## src/rtl/gerador_passo_pkg.sv

```systemverilog
// gerador_passo_pkg
// Shared types and limits for the step-pulse generator that feeds the mod-6
// counter.
//   deb_state_t : states of the pushbutton debounce FSM
//   MAX_SYNC    : largest synchroniser depth that gerador_passo accepts
package gerador_passo_pkg;

  typedef enum logic [1:0] {
    LOW_STABLE,
    WAIT_HIGH,
    HIGH_STABLE,
    WAIT_LOW
  } deb_state_t;

  localparam int MAX_SYNC = 4;

endpackage

```

## src/rtl/gerador_passo_debouncer.sv

```systemverilog
// gerador_passo_debouncer
// Brings an asynchronous, bouncy input into the clk domain and accepts a
// level change only after the synchronised input has stayed stable long
// enough. On every accepted low-to-high change it raises a one-cycle press
// event.
// Ports:
//   clk     : system clock, rising edge
//   rst     : asynchronous active-high reset
//   i_raw   : raw asynchronous input
//   o_level : debounced level (registered)
//   o_press : one-cycle event, high in the cycle in which a rising level is
//             accepted, so that a consumer registering it lines up with o_level
module gerador_passo_debouncer
  import gerador_passo_pkg::*;
#(
  parameter int SYNC_STAGES     = 2,
  parameter int DEBOUNCE_CYCLES = 500000
) (
  input  logic clk,
  input  logic rst,
  input  logic i_raw,
  output logic o_level,
  output logic o_press
);

  localparam int CW = $clog2(DEBOUNCE_CYCLES + 1);
  localparam logic [CW-1:0] CNT_LAST = CW'(DEBOUNCE_CYCLES - 1);

  logic [SYNC_STAGES-1:0] r_sync;
  logic [CW-1:0]          r_cnt;
  deb_state_t             r_state;
  logic                   r_level;
  logic                   w_in;
  logic                   w_done;

  // Synchroniser chain; only its last stage is used downstream.
  always_ff @(posedge clk or posedge rst) begin
    if (rst) begin
      r_sync <= '0;
    end else begin
      r_sync <= {r_sync[SYNC_STAGES-2:0], i_raw};
    end
  end

  assign w_in    = r_sync[SYNC_STAGES-1];
  assign w_done  = (r_cnt == CNT_LAST);
  // The press is decoded from the state that is about to be left, so a step
  // registered from it rises together with o_level.
  assign o_press = (r_state == WAIT_HIGH) && w_in && w_done;
  assign o_level = r_level;

  // Debounce FSM: a WAIT state counts stable samples and falls back to the
  // previous stable state as soon as the input disagrees.
  always_ff @(posedge clk or posedge rst) begin
    if (rst) begin
      r_state <= LOW_STABLE;
      r_cnt   <= '0;
      r_level <= 1'b0;
    end else begin
      case (r_state)
        LOW_STABLE: begin
          if (w_in) begin
            r_cnt   <= '0;
            r_state <= WAIT_HIGH;
          end
        end
        WAIT_HIGH: begin
          if (!w_in) begin
            r_cnt   <= '0;
            r_state <= LOW_STABLE;
          end else if (w_done) begin
            r_cnt   <= '0;
            r_state <= HIGH_STABLE;
            r_level <= 1'b1;
          end else begin
            r_cnt <= r_cnt + CW'(1);
          end
        end
        HIGH_STABLE: begin
          if (!w_in) begin
            r_cnt   <= '0;
            r_state <= WAIT_LOW;
          end
        end
        WAIT_LOW: begin
          if (w_in) begin
            r_cnt   <= '0;
            r_state <= HIGH_STABLE;
          end else if (w_done) begin
            r_cnt   <= '0;
            r_state <= LOW_STABLE;
            r_level <= 1'b0;
          end else begin
            r_cnt <= r_cnt + CW'(1);
          end
        end
        default: begin
          r_cnt   <= '0;
          r_state <= LOW_STABLE;
        end
      endcase
    end
  end

endmodule

```

## src/rtl/gerador_passo.sv

```systemverilog
// gerador_passo
// Produces the single-cycle step pulse (clock enable) for the mod-6 counter,
// either from a debounced button press (manual) or from a free-running
// prescaler tick (auto) that the same button pauses and resumes.
// Ports:
//   clk       : system clock, rising edge
//   rst       : asynchronous active-high reset
//   btn_raw   : raw pushbutton, asynchronous and bouncy, active-high
//   auto_mode : 0 = manual step, 1 = auto step (synchronised internally)
//   step      : registered single-cycle step pulse
//   btn_db    : debounced button level
//   paused    : high while auto mode is paused
//   step_led  : toggles on every step pulse
module gerador_passo
  import gerador_passo_pkg::*;
#(
  parameter int SYNC_STAGES     = 2,
  parameter int DEBOUNCE_CYCLES = 500000,
  parameter int TICK_DIV        = 50000000
) (
  input  logic clk,
  input  logic rst,
  input  logic btn_raw,
  input  logic auto_mode,
  output logic step,
  output logic btn_db,
  output logic paused,
  output logic step_led
);

  localparam int PW = $clog2(TICK_DIV);
  localparam logic [PW-1:0] PRESC_LAST = PW'(TICK_DIV - 1);

  generate
    if (SYNC_STAGES < 2 || SYNC_STAGES > MAX_SYNC || DEBOUNCE_CYCLES < 1 || TICK_DIV < 2) begin : g_bad_params
      $error("gerador_passo: parameter out of range");
    end
  endgenerate

  logic [SYNC_STAGES-1:0] r_mode_sync;
  logic                   r_mode_prev;
  logic [PW-1:0]          r_presc;
  logic                   r_paused;
  logic                   r_step;
  logic                   r_step_led;
  logic                   w_mode;
  logic                   w_mode_change;
  logic                   w_tick;
  logic                   w_press;
  logic                   w_step_next;

  gerador_passo_debouncer #(
    .SYNC_STAGES     (SYNC_STAGES),
    .DEBOUNCE_CYCLES (DEBOUNCE_CYCLES)
  ) u_debouncer (
    .clk     (clk),
    .rst     (rst),
    .i_raw   (btn_raw),
    .o_level (btn_db),
    .o_press (w_press)
  );

  // The mode switch only needs synchronising; it is quasi-static, so no
  // debounce is applied.
  always_ff @(posedge clk or posedge rst) begin
    if (rst) begin
      r_mode_sync <= '0;
    end else begin
      r_mode_sync <= {r_mode_sync[SYNC_STAGES-2:0], auto_mode};
    end
  end

  assign w_mode        = r_mode_sync[SYNC_STAGES-1];
  assign w_mode_change = (w_mode != r_mode_prev);
  assign w_tick        = (r_presc == PRESC_LAST);

  // The old paused value gates the tick, so a press that lands on a tick
  // still lets that tick through before pausing.
  always_comb begin
    w_step_next = 1'b0;
    if (!w_mode_change) begin
      w_step_next = w_mode ? (w_tick && !r_paused) : w_press;
    end
  end

  // Prescaler, pause flag and registered step outputs. A mode change or
  // manual mode keeps the prescaler and pause flag cleared.
  always_ff @(posedge clk or posedge rst) begin
    if (rst) begin
      r_mode_prev <= 1'b0;
      r_presc     <= '0;
      r_paused    <= 1'b0;
      r_step      <= 1'b0;
      r_step_led  <= 1'b0;
    end else begin
      r_mode_prev <= w_mode;
      r_step      <= w_step_next;
      r_step_led  <= r_step_led ^ w_step_next;
      if (w_mode_change || !w_mode) begin
        r_presc  <= '0;
        r_paused <= 1'b0;
      end else begin
        if (!r_paused) begin
          r_presc <= w_tick ? '0 : r_presc + PW'(1);
        end
        if (w_press) begin
          r_paused <= !r_paused;
        end
      end
    end
  end

  assign step     = r_step;
  assign paused   = r_paused;
  assign step_led = r_step_led;

endmodule

```

## config.mk

```make
export PLATFORM = sky130hd
export DESIGN_NAME = gerador_passo
export DESIGN_NICKNAME = d
export VERILOG_FILES = /design/src/rtl/gerador_passo_pkg.sv /design/src/rtl/gerador_passo_debouncer.sv /design/src/rtl/gerador_passo.sv
export SDC_FILE = /design/constraint.sdc
export NUM_CORES = 1
export LEC_CHECK = 0
export CAP_MARGIN = 20
export CORE_ASPECT_RATIO = 0.9
export CORE_MARGIN = 2
export CORE_UTILIZATION = 45
export DETAILED_ROUTE_END_ITERATION = 16
export GPL_TIMING_DRIVEN = 0
export HOLD_SLACK_MARGIN = 0.06
export PLACE_DENSITY_LB_ADDON = 0.05
export RECOVER_POWER = 25
export SYNTH_ARGS = -nofsm -noshare
export SYNTH_HDL_FRONTEND = slang
export SYNTH_SLANG_ARGS = --single-unit
```

## constraint.sdc

```tcl
create_clock -name clk -period 2.05 [get_ports clk]
set_input_delay 0.41 -clock clk [delete_from_list [all_inputs] [get_ports clk]]
set_output_delay 0.41 -clock clk [all_outputs]
set_load 0.1 [all_outputs]
```

# Word level (Yosys, flattened, before mapping)
# Cells that the tools add are included.
dict set report classes {
  n_addsub 2
  mul 0
  n_div 0
  n_lt_le_gt_ge 0
  n_eq_ne 15
  shift 0
  n_mux 25
  bitwise 1
  reduce_logical 12
}
# op n
set ops {}
lappend ops {{$mux 19} 5}
lappend ops {{$mux 26} 3}
lappend ops {{$pmux 19 s4} 1}
lappend ops {{$add 26x1->26 const B} 1}
lappend ops {{$eq 26x26->1 const B} 1}
lappend ops {{$add 19x1->19 const B} 1}
lappend ops {{$eq 19x19->1 const B} 1}
lappend ops {{$mux 2} 6}
lappend ops {{$ne 2x1->1 const B} 5}
lappend ops {{$mux 1} 8}
lappend ops {{$pmux 2 s4} 1}
lappend ops {{$reduce_and 5->1} 1}
lappend ops {{$eq 2x2->1 const B} 2}
lappend ops {{$ne 2x2->1 const B} 2}
lappend ops {{$reduce_and 4->1} 1}
lappend ops {{$reduce_bool 2->1} 2}
lappend ops {{$logic_and 1x1->1} 3}
lappend ops {{$ne 3x1->1 const B} 1}
lappend ops {{$ne 3x3->1 const B} 1}
lappend ops {{$eq 2x1->1 const B} 1}
lappend ops {{$logic_not 1->1} 2}
lappend ops {{$logic_not 2->1} 1}
lappend ops {{$pmux 1 s2} 1}
lappend ops {{$reduce_and 2->1} 1}
lappend ops {{3 further kinds} 3}
dict set report word_totals {
  regBits 56
  latch_bits 0
  ram_bits 0
  mem_bits_ro 0
  in_bits 4
  output_inout_bits 4
  word_cells 65
  n_memories 0
}

# Depth between registers and ports, before layout
# Gate-level depths: netlist of run 1.
dict set report depth {
  ltp_word 6
  depth_mapped 8
  depth_no_buf 6
}

# By module
# From an unflattened synthesis of run 1, not the netlist that was laid out.
dict set report hier_totals {
  cells_unflattened 328
  hier_area_um2 3108.0
}
# mod instances cells_each area_per_inst_um2 seq_area_each_um2
set modules_own_cells {}
lappend modules_own_cells {gerador_passo 1 189 1790.5 800.8}
lappend modules_own_cells {gerador_passo_debouncer 1 139 1317.5 600.6}

# Least setup slack after synthesis of run 1
# No wires, ideal clock.
dict set report synth_path {
  path_kind {register -> register}
  from {register u_debouncer.r_cnt[5]}
  to {register u_debouncer.r_cnt[17]}
  setup_time_ns 0.124
  arrival_time_ns 1.896
  required_ns 1.926
  path_slack_ns 0.031
  path_stages_with_launch 9
  path_buffers 3
  period_less_slack_ns 2.019
  path_cell_list {dfrtp_1 > buf_6 > or4b_4 > nor4_4 > a21oi_2 > buf_6 > buf_6 > a32oi_2 > nand2_1}
}
dict set report synth_via {
  elab_chain_len 4
  word_cells_on_any_way 6
  cone_classes {1 x add/sub; 1 x eq/ne; 4 x mux}
}
# element line_no
set synth_rtl {}
lappend synth_rtl {{from (decl)} gerador_passo_debouncer.sv:30} ;# logic [CW-1:0] r_cnt;
lappend synth_rtl {{from (signal assigned)} gerador_passo_debouncer.sv:76} ;# r_cnt <= r_cnt + CW'(1);
lappend synth_rtl {{from (signal assigned)} gerador_passo_debouncer.sv:94} ;# r_cnt <= r_cnt + CW'(1);
lappend synth_rtl {{$add 19x1->19 / $eq 19x19->1 (equally long branches)} {gerador_passo_debouncer.sv:76, gerador_passo_debouncer.sv:94, gerador_passo_debouncer.sv:46}}
lappend synth_rtl {{$mux 19 (*)} {gerador_passo_debouncer.sv:71, gerador_passo_debouncer.sv:89}}
lappend synth_rtl {{$mux 19 (on tied branches)} {gerador_passo_debouncer.sv:86, gerador_passo_debouncer.sv:68}}
lappend synth_rtl {{$pmux 19 s4 (*)} gerador_passo_debouncer.sv:60} ;# case (r_state)
# Mark *: on every way between the ends. The rest lies on a longest branch, timed or not.
# A chain may end at the register's enable or synchronous reset.

# Final worst setup path of run 1
dict set report layout_path {
  from {register u_debouncer.r_cnt[0]}
  to {register u_debouncer.r_cnt[17]}
}
# Same word-level chain as after synthesis.

==> results.tsv, run 1 <==
metric	value	unit
num_rows	28	
overflow	0	
yosysTopAreaCell	dfrtp_1	
ys_ff_latch	56	
setup_tns	-23.6	ps
grt_usage	22.6	%
root_buffer	clkbuf_8	
cap_violations	0	
synthSimpleGateAreaFrac	28.0	%
hold_path.class	reg2reg	
post-place-ws	-303	ps
tightest_slew	961	ps
ys.flop_type	dfrtp_1	
r2r_end	u_debouncer.r_cnt[17]	
hold_start	r_mode_sync[0]	
p_per_area	548	nW/µm²
die_width	91.3	µm
initial_core_util	46.6	%
place_inst	437	
synth_cells	339	
grt_pass1_wl	13.4	mm
startpoint_type	register	
die_h	82.6	µm
num_antenna_cells	0	
fin_worst_skew	7.97	ps
share_comb_of_total_power	6.8	%
ys_seq_area_share	45.4	%
min_period	2070	ps
slew_viol_final	0	
routed_wl	8.31	mm
status	finished with violations	
antenna_found_initial	0	
yosys-mux-area-fraction	1.70	%
clkPwrFrac	39.1	%
rrSetupSlack	-20	ps
synth-async-reset-ratio	100	%
num_vias	2853	
fill_cells	572	
clkSlewWorstSetupHoldPaths	100	ps
yosysUniqueCellTypes	49	
syn_area	3090	µm²
drc	0	
synth.area.top_cells	dfrtp_1 45%, nand2_1 4.7%, a31oi_1 4.5%	
seq_power_share	54.1	%
cts_made_buffers	5	
required	2260	ps
max_freq	482	MHz
fin_cells	471	
port_buffers	7	
cts_sinks	56	
cts_tree	done	
setup_viol	1	
synth_fa_ha_area_share	1.22	%
post_drt_wl_per_cell	17.6	µm
first_global_vias	2565	
post-route-util	57.4	%
coreArea	6620	µm²
ir_drop	300	µV
drt-vias-per-instance	6.06	
synth_edf_count	0	
place_area	3290	µm²
grt_max_degree	40	
cts_hold_buf	0	
drt_iter0_markers	204	
dieArea	7540	µm²
cp_max_fo	7	
synth_most_common_cell	dfrtp_1	
slew_headroom	36.2	%
routabilityCongestion	0.889	
crit_type	reg2reg	
holdPathEnd	r_mode_sync[1]	
yosysWarnings	0	
postRouteAntennaNets	0	
syn_area_per_cell	9.10	µm²
leakagePower	1.61	nW
cp.arrival	2280	ps
clkLatencyLatePin	320	ps
synth_compound_area_share	18.4	%
synth_top_family_by_area	simple AND/OR/NAND/NOR gates	
synth-xor-area-share	1.14	%
intPower	1.60	mW
hpwl	5.15	mm
pin_count	8	
synth_nets	346	
synth_top_area_share	45.4	%
hold_viol	0	
htree_levels	2	
power_switching	0.481	mW
timing.rr.start	u_debouncer.r_cnt[0]	
grt_setup_unrepaired	yes	
rr_worst_depth	10	
drive_gt1_share	23.1	%
nets	387	
fin_hold_ws	365	ps
worstHoldPathCells	0	
post-route-period-util	101	%
power.total	2.08	mW
synthTopCellsByCount	56 x dfrtp_1, 39 x nand2_1, 27 x a21oi_1	
crit_path_end_kind	register	
netSwitchingFraction	23.1	%
layout_setup_ws	-23.6	ps
stdcell_area	3800	µm²
failed_checks	setup timing	
drtPass1Iterations	6	
area_growth	23.3	%
clockBufferDepth	2	
==> worst max-delay path, cell delays in order, from the launching register on <==
cell and delay (ps):
dfrtp_1 450, ha_4 170, nand4_1 110, buf_6 150
nor4_4 310, buf_4 180, a21oi_4 90, buf_6 160
buf_8 130, a32oi_2 150, nand2_1 70
==> placed cells by master, fill, tap and decap left out, types with 3 or more instances in the layout <==
master         count
dfrtp_1           52
nand2_1           35
buf_4             25
a21oi_1           24
a31oi_1           22
nand3_1           21
o21ai_0           19
nand4_1           17
nor2_1            17
inv_1             10
and3_1             8
clkbuf_8           7
buf_6              6
and4_1             6
nand3_2            5
nand2b_1           5
a41oi_1            5
nor4_4             4
xor2_1             4
clkbuf_2           4
nor4_1             4
dfrtp_2            4
nand2_2            3
buf_2              3
nor3b_1            3
a21oi_2            3
nor3_1             3
and2_1             3
mux2i_1            3
dlygate4sd3_1      3
dlygate4sd2_1      3
==> power groups by stage <==
| stage | clock [mW] | sequential (mW) | combinational [mW] |
|---|---|---|---|
| 6_report | 0.814 | 1.13 | 0.142 |
| 5_1_grt | 0.862 | 1.13 | 0.158 |
| 4_1_cts | 0.826 | 1.13 | 0.137 |
| 3_5_place_dp | 0 | 1.15 | 0.112 |
| 3_3_place_gp | 0 | 1.15 | 0.106 |
| 2_1_floorplan | 0 | 1.15 | 0.0742 |
==> cell families after synthesis <==
group	after synthesis
flops	56
mux	5
simple gates	153
fa+ha+maj	3
compound gates	92
buf+inv	26
xor+xnor	4
==> sequential cells by signal (all words and copies together), names as in the netlist, 2 cells and up, named ones only <==
register and count:
r_mode_sync 2, r_presc 26, u_debouncer.r_cnt 19, u_debouncer.r_sync 2
==> per-layer routing <==
layer / global-route usage (%) / vias to the layer above / share of wire [%]
met5: 0 / - / 0
met4: 7.88 / 0 / 0.94
met3: 3.54 / 6 / 3.9
met2: 33.3 / 66 / 43
met1: 33.8 / 1415 / 52
li1: - / 1366 / -
==> timing repair <==
action                                  in CTS  in global routing
cloned                                       2                  0
buffers inserted                            15                 11
hold endpoints to repair                     0                  0
pin swaps                                   14                 11
endpoints found under the setup margin      50                 45
resized for setup                           41                 20
==> worst max-delay path by stage <==
stage	startpoint	slack (ps)	to	depth (start not counted)
6_report	u_debouncer.r_cnt[0]	-20	u_debouncer.r_cnt[17]	10
5_1_grt	u_debouncer.r_cnt[0]	-90	u_debouncer.r_cnt[17]	10
4_1_cts	u_debouncer.r_cnt[6]	-110	u_debouncer.r_cnt[17]	8
3_5_place_dp	u_debouncer.r_cnt[0]	-300	u_debouncer.r_cnt[17]	8
3_3_place_gp	rst	-850	r_presc[23]	2
2_1_floorplan	u_debouncer.r_cnt[5]	30	u_debouncer.r_cnt[17]	8
==> area by class of cell <==
cell class	count	area, µm²	share of cell area (%)
multi-input cells	257	1710	45.0
flip-flops and latches	56	1410	37.0
repair buffers	36	314	8.26
well taps	90	113	2.96
clock buffers	7	96.3	2.53
plain buffers	14	93.8	2.47
inverters	10	37.5	0.987
clock inverters	1	30.0	0.789
Note: power is estimated with default switching activity, not from simulation.
==> run 2, diff against run 1 <==
- CORE_UTILIZATION: 45 -> 35
- SLEW_MARGIN: not set -> 5
==> run 2 against run 1 <==
Against the previous run: the flow still finishes with violations (setup timing); setup slack lost 34 ps; sequential power hardly changed; sequential share of layout area is 1.3 points lower; first-iteration DRC count is 10% higher; wire length increased by 3.0%.
==> results.tsv, run 2 (synthesized netlist as in run 1, its figures left out) <==
metric	value	unit	change
initial_core_util	36.0	%	was 46.6%
intPower	1.45	mW	was 1.60 mW
use_met2	26.3	%	was 33.3%
power_switching	0.516	mW	was 0.481 mW
cts_tree	done		unchanged
grt_max_degree	30		was 40
antenna_found_initial	0		unchanged
slowest_stage	or4b_4		was dfrtp_1
num_antenna_cells	0		unchanged
startpoint_type	register		unchanged
die_h	93.1	µm	was 82.6 µm
critPathBufInv	3		was 4
root_buffer	clkbuf_8		unchanged
drtPass1Iterations	4		was 6
num_rows	32		was 28
max_stage_delay	530	ps	was 450 ps
setup_viol	4		was 1
use_met3	2.62	%	was 3.54%
cts_hold_buf	0		unchanged
postRouteAntennaNets	0		unchanged
clkPwrFrac	33.6	%	was 39.1%
seq_power_share	57.5	%	was 54.1%
use_met1	31.6	%	was 33.8%
crit_path_end_kind	register		unchanged
layout_setup_ws	-57.9	ps	was -23.6 ps
overflow	0		unchanged
fin_worst_skew	5.72	ps	was 7.97 ps
power.total	1.96	mW	was 2.08 mW
p_per_area	497	nW/µm²	was 548 nW/µm²
cts_sinks	56		unchanged
layout.cells.most_common	dfrtp_1		unchanged
cts_made_buffers	5		unchanged
hold_viol	0		unchanged
drt_iter0_markers	225		was 204
netSwitchingFraction	26.3	%	was 23.1%
worstPathCellList	or4b_4, nor4_4, a21oi_4, buf_6, buf_8, buf_8, a32oi_2, nand2_1		was ha_4, nand4_1, buf_6, nor4_4, buf_4, a21oi_4, buf_6, buf_8, a32oi_2, nand2_1
pin_count	8		unchanged
grt_usage	19.3	%	was 22.6%
num_vias	2863		was 2,853
slew_viol_final	0		unchanged
busiest_layer	met1		unchanged
largest_reg_flops	26		unchanged
clockBufferDepth	2		unchanged
top_register	r_presc		unchanged
final_cell_mix	50 x dfrtp_1, 34 x nand2_1, 23 x buf_4		was 52 x dfrtp_1, 35 x nand2_1, 25 x buf_4
min_period	2110	ps	was 2070 ps
die_width	103	µm	was 91.3 µm
crit_type	reg2reg		unchanged
clkSlewWorstSetupHoldPaths	110	ps	was 100 ps
cp.arrival	2320	ps	was 2280 ps
ir_drop	317	µV	was 300 µV
stdcell_area	3950	µm²	was 3800 µm²
drc	0		unchanged
nets	389		was 387
grt_pass1_wl	14.5	mm	was 13.4 mm
post-route-period-util	103	%	was 101%
routabilityCongestion	0.807		was 0.889
cpMostUsedCell	buf_8		was buf_6
place_area	3320	µm²	was 3290 µm²
drive_gt1_share	26.9	%	was 23.1%
first_global_vias	2732		was 2,565
required	2270	ps	was 2260 ps
clkLatencyLatePin	320	ps	about the same
hold_path.class	reg2reg		unchanged
port_buffers	7		unchanged
dieArea	9580	µm²	was 7540 µm²
failed_checks	setup timing		unchanged
cp_max_fo	5		was 7
status	finished with violations		unchanged
coreArea	8570	µm²	was 6620 µm²
area_growth	27.9	%	was 23.3%
reg.largest.list	r_presc: 26 flops, u_debouncer.r_cnt: 19 flops		unchanged
drt-vias-per-instance	5.70		was 6.06
grt_setup_unrepaired	yes		unchanged
post_drt_wl_per_cell	17.1	µm	was 17.6 µm
htree_levels	2		unchanged
share_comb_of_total_power	8.9	%	was 6.8%
leakagePower	1.60	nW	was 1.61 nW
routed_wl	8.56	mm	was 8.31 mm
slew_headroom	20.8	%	was 36.2%
cap_violations	0		unchanged
max_freq	474	MHz	was 482 MHz
crit_family	simple AND/OR/NAND/NOR gates		was buffers and inverters
fin_hold_ws	358	ps	was 365 ps
tightest_slew	1190	ps	was 961 ps
hpwl	5.56	mm	was 5.15 mm
run 2: changes by cell type in the layout (fill, tap and decap cells not counted), moves of 2 or more:
| cell | before | now |
|---|---|---|
| clkbuf_8 | 7 | 5 |
| buf_8 | 1 | 3 |
| o21ai_0 | 19 | 17 |
| a21oi_2 | 3 | 8 |
| dfrtp_1 | 52 | 50 |
| inv_6 | 0 | 2 |
| a21oi_1 | 24 | 18 |
| nor4_2 | 0 | 2 |
| dfrtp_2 | 4 | 6 |
| buf_4 | 25 | 23 |
run 2: through the flow:
| stage | TNS, ps | cells | worst slack (ps) | util, % |
|---|---|---|---|---|
| floorplan | 0 | 339 | 30.5 | - |
| finish | -117 | 502 | -57.9 | 46.0 |
| global placement | -63810 | 465 | -961 | 38.6 |
| CTS | -1590 | 492 | -168 | 43.9 |
| detailed placement | -10940 | 466 | -347 | 38.8 |
| global route | -880 | 502 | -133 | 46.0 |
run 2: layout make-up:
| type | count | area (µm²) |
|---|---|---|
| plain buffers | 14 | 100 |
| clock buffers | 5 | 68.8 |
| clock inverters | 3 | 26.3 |
| fillers | 832 | 4620 |
| inverters | 10 | 37.5 |
| multi-input cells | 257 | 1770 |
| flip-flops and latches | 56 | 1410 |
| well taps | 119 | 149 |
| repair buffers | 38 | 383 |
run 2: worst paths after layout:
path                                 startpoint                     to  slack, ps  cells after the start
setup / recovery           u_debouncer.r_cnt[6]  u_debouncer.r_cnt[17]        -60                      8
hold / removal                   r_mode_sync[0]         r_mode_sync[1]        360                      0
setup reg to reg           u_debouncer.r_cnt[6]  u_debouncer.r_cnt[17]        -60                      8
hold reg to reg                  r_mode_sync[0]         r_mode_sync[1]        360                      0
max in group asynchronous                   rst   u_debouncer.r_cnt[0]        460                      3
min in group asynchronous                   rst            r_presc[21]        850                      2
run 2: timing repair:
action                                  in CTS  in global routing
gates cloned                                 2                  0
endpoints found under the setup margin      51                 36
setup buffers                               18                 10
endpoints found under the hold margin        0                  0
gates resized for setup                     60                 24
pin swaps                                   18                 12
run 2: power groups by stage:
| stage | clock network (mW) | registers, mW | logic (mW) |
|---|---|---|---|
| 6_report | 0.660 | 1.13 | 0.174 |
| 5_1_grt | 0.741 | 1.13 | 0.191 |
| 4_1_cts | 0.700 | 1.13 | 0.161 |
| 3_5_place_dp | 0 | 1.15 | 0.114 |
| 3_3_place_gp | 0 | 1.15 | 0.109 |
| 2_1_floorplan | 0 | 1.15 | 0.0742 |
run 2: metal layers:
metal,vias to the layer above,wire [µm]
met2,65,3660
met4,0,72
li1,1378,-
met5,-,0
met3,7,415
met1,1413,4410
